<file path="src/rtl/uart_pkg.sv">
// uart_pkg: constants and types shared by the UART blocks.
//   arb_state_e : uart_tx_arbiter FSM encoding (2 bits)
//   D_BIT_DEF   : default data bits per frame
//   SB_TICK     : baud-tick oversampling factor shared with uart_rx/uart_tx
package uart_pkg;

  localparam int unsigned D_BIT_DEF = 8;
  localparam int unsigned SB_TICK   = 16;

  typedef enum logic [1:0] {
    ST_IDLE  = 2'd0,
    ST_START = 2'd1,
    ST_WAIT  = 2'd2
  } arb_state_e;

endpackage

</file>
<file path="src/rtl/uart_tx_arbiter_rr_pick.sv">
// rr_pick: combinational round-robin selector.
//   req_i : request vector
//   ptr_i : index of the last winner; the search starts at ptr_i+1 and wraps
//   gnt_o : one-hot winner (all zero when no request)
//   idx_o : binary index of the winner
//   any_o : at least one request present
module rr_pick #(
  parameter int unsigned N = 4,
  parameter int unsigned W = $clog2(N)
) (
  input  logic [N-1:0] req_i,
  input  logic [W-1:0] ptr_i,
  output logic [N-1:0] gnt_o,
  output logic [W-1:0] idx_o,
  output logic         any_o
);

  // Rotate/priority/rotate-back flattened into a scan of positions
  // ptr+1 .. ptr+N, folded back into range with one conditional subtract
  // so non-power-of-2 N needs no modulo.
  always_comb begin
    logic [W:0]   sum;
    logic [W-1:0] pos;
    gnt_o = '0;
    idx_o = '0;
    any_o = 1'b0;
    sum   = '0;
    pos   = '0;
    for (int unsigned k = 1; k <= N; k++) begin
      sum = {1'b0, ptr_i} + (W+1)'(k);
      if (sum >= (W+1)'(N)) begin
        sum = sum - (W+1)'(N);
      end
      pos = sum[W-1:0];
      if (!any_o && req_i[pos]) begin
        any_o      = 1'b1;
        gnt_o[pos] = 1'b1;
        idx_o      = pos;
      end
    end
  end

endmodule

</file>
<file path="src/rtl/uart_tx_arbiter.sv">
// uart_tx_arbiter: shares one UART transmitter between N_REQ byte producers
// using round-robin arbitration with a bounded per-owner burst.
//   clk, rst      : clock, asynchronous active-high reset
//   req_valid     : per-requester byte available
//   req_data      : packed bytes, requester i at [i*D_BIT +: D_BIT]
//   req_ready     : one-hot pulse, byte of the owner consumed (START only)
//   tx_start      : one-cycle start pulse to the transmitter
//   tx_din        : registered byte, stable from tx_start to next tx_start
//   tx_done_tick  : transmitter finished a frame (honoured only in WAIT)
//   grant         : one-hot current owner, zero in IDLE
//   gnt_id        : binary index of the current or last owner
//   busy          : high in START and WAIT
module uart_tx_arbiter
  import uart_pkg::*;
#(
  parameter int unsigned N_REQ     = 4,
  parameter int unsigned D_BIT     = D_BIT_DEF,
  parameter int unsigned MAX_BURST = 1
) (
  input  logic                       clk,
  input  logic                       rst,
  input  logic [N_REQ-1:0]           req_valid,
  input  logic [N_REQ*D_BIT-1:0]     req_data,
  output logic [N_REQ-1:0]           req_ready,
  output logic                       tx_start,
  output logic [D_BIT-1:0]           tx_din,
  input  logic                       tx_done_tick,
  output logic [N_REQ-1:0]           grant,
  output logic [$clog2(N_REQ)-1:0]   gnt_id,
  output logic                       busy
);

  localparam int unsigned IW = $clog2(N_REQ);
  localparam int unsigned BW = $clog2(MAX_BURST) + 1;

  arb_state_e       state_q;
  logic [N_REQ-1:0] grant_q;
  logic [IW-1:0]    gnt_id_q;
  logic [IW-1:0]    rr_ptr_q;
  logic [BW-1:0]    burst_q;
  logic             tx_start_q;
  logic [N_REQ-1:0] req_ready_q;
  logic [D_BIT-1:0] tx_din_q;

  logic [N_REQ-1:0] pick_gnt;
  logic [IW-1:0]    pick_idx;
  logic             pick_any;
  logic             burst_more;
  logic [D_BIT-1:0] data_a [N_REQ];

  for (genvar g = 0; g < N_REQ; g++) begin : g_unpack
    assign data_a[g] = req_data[g*D_BIT +: D_BIT];
  end

  rr_pick #(
    .N (N_REQ),
    .W (IW)
  ) u_pick (
    .req_i (req_valid),
    .ptr_i (rr_ptr_q),
    .gnt_o (pick_gnt),
    .idx_o (pick_idx),
    .any_o (pick_any)
  );

  // One bit wider than the counter so MAX_BURST itself is representable.
  assign burst_more = ({1'b0, burst_q} + (BW+1)'(1)) < (BW+1)'(MAX_BURST);

  // START outputs are registered on the edge that enters START, so tx_din
  // already holds the owner's byte while tx_start is high.
  always_ff @(posedge clk or posedge rst) begin
    if (rst) begin
      state_q     <= ST_IDLE;
      grant_q     <= '0;
      gnt_id_q    <= '0;
      rr_ptr_q    <= IW'(N_REQ - 1);
      burst_q     <= '0;
      tx_start_q  <= 1'b0;
      req_ready_q <= '0;
      tx_din_q    <= '0;
    end else begin
      tx_start_q  <= 1'b0;
      req_ready_q <= '0;
      case (state_q)
        ST_IDLE: begin
          if (pick_any) begin
            grant_q     <= pick_gnt;
            gnt_id_q    <= pick_idx;
            burst_q     <= '0;
            tx_start_q  <= 1'b1;
            req_ready_q <= pick_gnt;
            tx_din_q    <= data_a[pick_idx];
            state_q     <= ST_START;
          end
        end
        ST_START: begin
          state_q <= ST_WAIT;
        end
        ST_WAIT: begin
          if (tx_done_tick) begin
            if (req_valid[gnt_id_q] && burst_more) begin
              burst_q     <= burst_q + BW'(1);
              tx_start_q  <= 1'b1;
              req_ready_q <= grant_q;
              tx_din_q    <= data_a[gnt_id_q];
              state_q     <= ST_START;
            end else begin
              rr_ptr_q <= gnt_id_q;
              grant_q  <= '0;
              state_q  <= ST_IDLE;
            end
          end
        end
        default: begin
          state_q <= ST_IDLE;
        end
      endcase
    end
  end

  assign req_ready = req_ready_q;
  assign tx_start  = tx_start_q;
  assign tx_din    = tx_din_q;
  assign grant     = grant_q;
  assign gnt_id    = gnt_id_q;
  assign busy      = (state_q != ST_IDLE);

endmodule
</file>
<file path="config.mk">
export PLATFORM = sky130hd
export DESIGN_NAME = uart_tx_arbiter
export DESIGN_NICKNAME = d
export VERILOG_FILES = /design/src/rtl/uart_pkg.sv /design/src/rtl/uart_tx_arbiter_rr_pick.sv /design/src/rtl/uart_tx_arbiter.sv
export SDC_FILE = /design/constraint.sdc
export NUM_CORES = 1
export LEC_CHECK = 0
export ABC_AREA = 1
export CAP_MARGIN = 20
export CORE_ASPECT_RATIO = 1.25
export CORE_UTILIZATION = 45
export DETAILED_ROUTE_END_ITERATION = 6
export GPL_TIMING_DRIVEN = 1
export HOLD_SLACK_MARGIN = 0.12
export PLACE_DENSITY = 0.83
export SYNTH_ARGS = -nofsm -noshare
export SYNTH_HDL_FRONTEND = slang
export SYNTH_HIERARCHICAL = 1
export SYNTH_SLANG_ARGS = --single-unit
export TNS_END_PERCENT = 30
</file>
<file path="constraint.sdc">
create_clock -name clk -period 5 [get_ports clk]
set_input_delay 0.5 -clock clk [delete_from_list [all_inputs] [get_ports clk]]
set_output_delay 0.5 -clock clk [all_outputs]
set_load 0.01 [all_outputs]
</file>
==> metrics.yaml <==
status: "complete, no violations"
ys_ff_latch: 23
antenna_found_initial: 0
ant_nets: 0
crit_start: "rr_ptr_q[1]"
numCtsBuffers: 3
r2r_cells: 13
crit_required_ns: 5.16
p_leak_nw: 1.12
finalSetupTns_ns: 0
grt_pass1_wl_mm: 6.63
hold_viol: 0
drive_gt1_share_pct: 9.12
cts-root-buf: "clkbuf_8"
io_pins: 59
insertion_delay_ns: 0.26
wirelength_mm: 3.90
r2r_slack_ns: 2.06
worst_setup_path_start_kind: "flop"
grt_pass1_vias: 1627
port-buffer-count: 58
h-tree-depth: 1
grt_usage_pct: 21.2
fin_crit_ns: 2.94
setup_viol: 0
critPathArrivalTime_ns: 3.10
grt_max_degree: 27
timing.final.crit_share_pct: 58.8
worst_slew_pin_slew_ns: 0.836
synth.area.top_cells: "dfrtp_1, nand2_1, nand3_1"
diodes: 0
synth_cell_types: 26
slew_headroom_pct: 44.2
hold_class: "flop to flop"
powerDensity_nw_per_um2: 664
drt_iter0_markers: 88
fp.dieW_um: 55.8
path_clk_slew_ns: 0.08
critPathKind: "flop to flop"
cts_buffer_depth: 2
slew_violations: 0
power.total_mw: 1.49
wl_per_cell_um: 12.0
place_hpwl_mm: 3.02
drc: 0
cts_setup_buffers: 0
synth_warnings: 6
synth_area_um2: 1630
syn_to_final_growth_pct: 38.2
tritoncts: "done"
fillers: 317
path_max_fanout: 17
utilization_pct: 64.6
r2r-start: "rr_ptr_q[1]"
ys_seq_area_share_pct: 35.5
fin_nets: 333
synth_largest_area_cell: "dfrtp_1"
max_freq_mhz: 340
fp-row-count: 24
dr.pass1.iters: 4
start_util_pct: 46.8
hold_buffers: 0
crit_end: "tx_din[0]"
die_y_um: 69.3
ctsResizeCount: 0
grt-ovfl-total: 0
cp-end-kind: "flop"
worst_clock_skew_ns: 0.00263
vdd_drop_max_mv: 0.465
cts_sinks: 23
reg2reg_to: "tx_din[0]"
gp_congestion: 0.985
core-area_um2: 3480
synth_top_cell_area_share_pct: 32.3
vias: 1677
dieArea_um2: 3870
rsz0062_at_grt: "no"
avgSynthCellArea_um2: 7.11
via_per_inst: 5.18
hold_ws_ns: 0.481
synth_cells: 229
syn-num-nets: 276
max_cap_violations: 0
## through the flow
step	cell area [µm²]	setup WS (ns)	instances
2_1_floorplan	1630	2.76	229
3_3_place_gp	2200	2.16	320
3_5_place_dp	2200	2.09	320
4_1_cts	2250	2.09	324
5_1_grt	2250	1.80	324
6_report	2250	2.06	324
## flip-flops by register name (all words and copies together), names as in the netlist
name / flops
grant: 4
gnt_id: 2
tx_start: 1
state_q: 2
req_ready: 4
tx_din: 8
rr_ptr_q: 2
## metal layers
layer  global-route usage [%]  vias to the layer above  share of wire (%)
li1                         -                      841                  -
met1                     25.0                      756                 41
met2                     36.5                       65                 50
met3                     3.36                       15                4.8
met4                     11.7                        0                3.3
met5                        0                        -                  0
## synth_stat cells
cell type / instances
buf_2: 1
dfstp_2: 2
nor2_2: 2
nor2_1: 6
a21boi_0: 4
nand3_4: 1
nor2_8: 1
dfrtp_1: 21
a21oi_2: 1
ha_1: 8
nand3_2: 1
nand2_1: 73
o21ai_0: 1
nand4_1: 6
nand2_4: 1
inv_1: 26
a31oi_1: 1
inv_4: 1
a21oi_1: 4
nand3_1: 43
nand2_2: 5
buf_6: 3
inv_2: 6
inv_6: 1
o21ai_1: 8
buf_4: 2
## cell type report
class | count | area [µm²] | share of cell area, %
inverter | 34 | 135 | 6.00
sequential | 23 | 578 | 25.7
clock buffer | 3 | 41.3 | 1.83
tap | 39 | 48.8 | 2.17
multi-input combinational | 166 | 862 | 38.3
timing repair buffer | 58 | 581 | 25.8
clock inverter | 1 | 5.00 | 0.222
## worst min path at each step
stage	start	end	cells after the start
floorplan	state_q[0]	state_q[1]	2
global placement	tx_din[2]	tx_din[2]	2
detailed placement	tx_din[2]	tx_din[2]	2
CTS	tx_din[2]	tx_din[2]	2
global route	tx_din[4]	tx_din[4]	2
finish	tx_din[2]	tx_din[2]	2
## critical path: stages (launching register included)
cell and delay [ns]:
dfstp_2 0.62, inv_1 0.15, ha_1 0.36, inv_1 0.09, nand2_2 0.13, nand2_2 0.08
nor2_2 0.17, nor2_1 0.08, a21oi_2 0.66, inv_6 0.14, nand2_1 0.11, nand3_1 0.06
nand3_1 0.13, nand2_1 0.06
## cells in the final DEF, fill, tap and decap left out, drive strengths merged, types with 2 or more instances in the layout
master	Yosys	layout
o21ai	9	9
a21boi	4	4
dfstp	2	2
clkdlybuf4s50	0	58
clkbuf	0	3
nand2	79	79
nor2	9	9
dfrtp	21	21
nand3	45	45
inv	34	34
ha	8	8
nand4	6	6
a21oi	5	5
## power breakdown
part	internal, mW	switching, mW	leakage [nW]
Sequential	0.275	0.0586	0.287
Clock	0.0556	0.0578	0.0255
Combinational	0.401	0.646	0.809
## logic make-up (layout without fill, tap and decap cells)
| group | Yosys count | count (layout) | synth area share (%) |
|---|---|---|---|
| and+or+nand+nor | 139 | 139 | 40.0 |
| DFF | 23 | 23 | 35.5 |
| AOI/OAI and AO/OA | 19 | 19 | 6.76 |
| adders and majority gates | 8 | 8 | 6.14 |
| buffers and inverters | 40 | 96 | 11.6 |
Note: power is estimated with default switching activity, not from simulation.
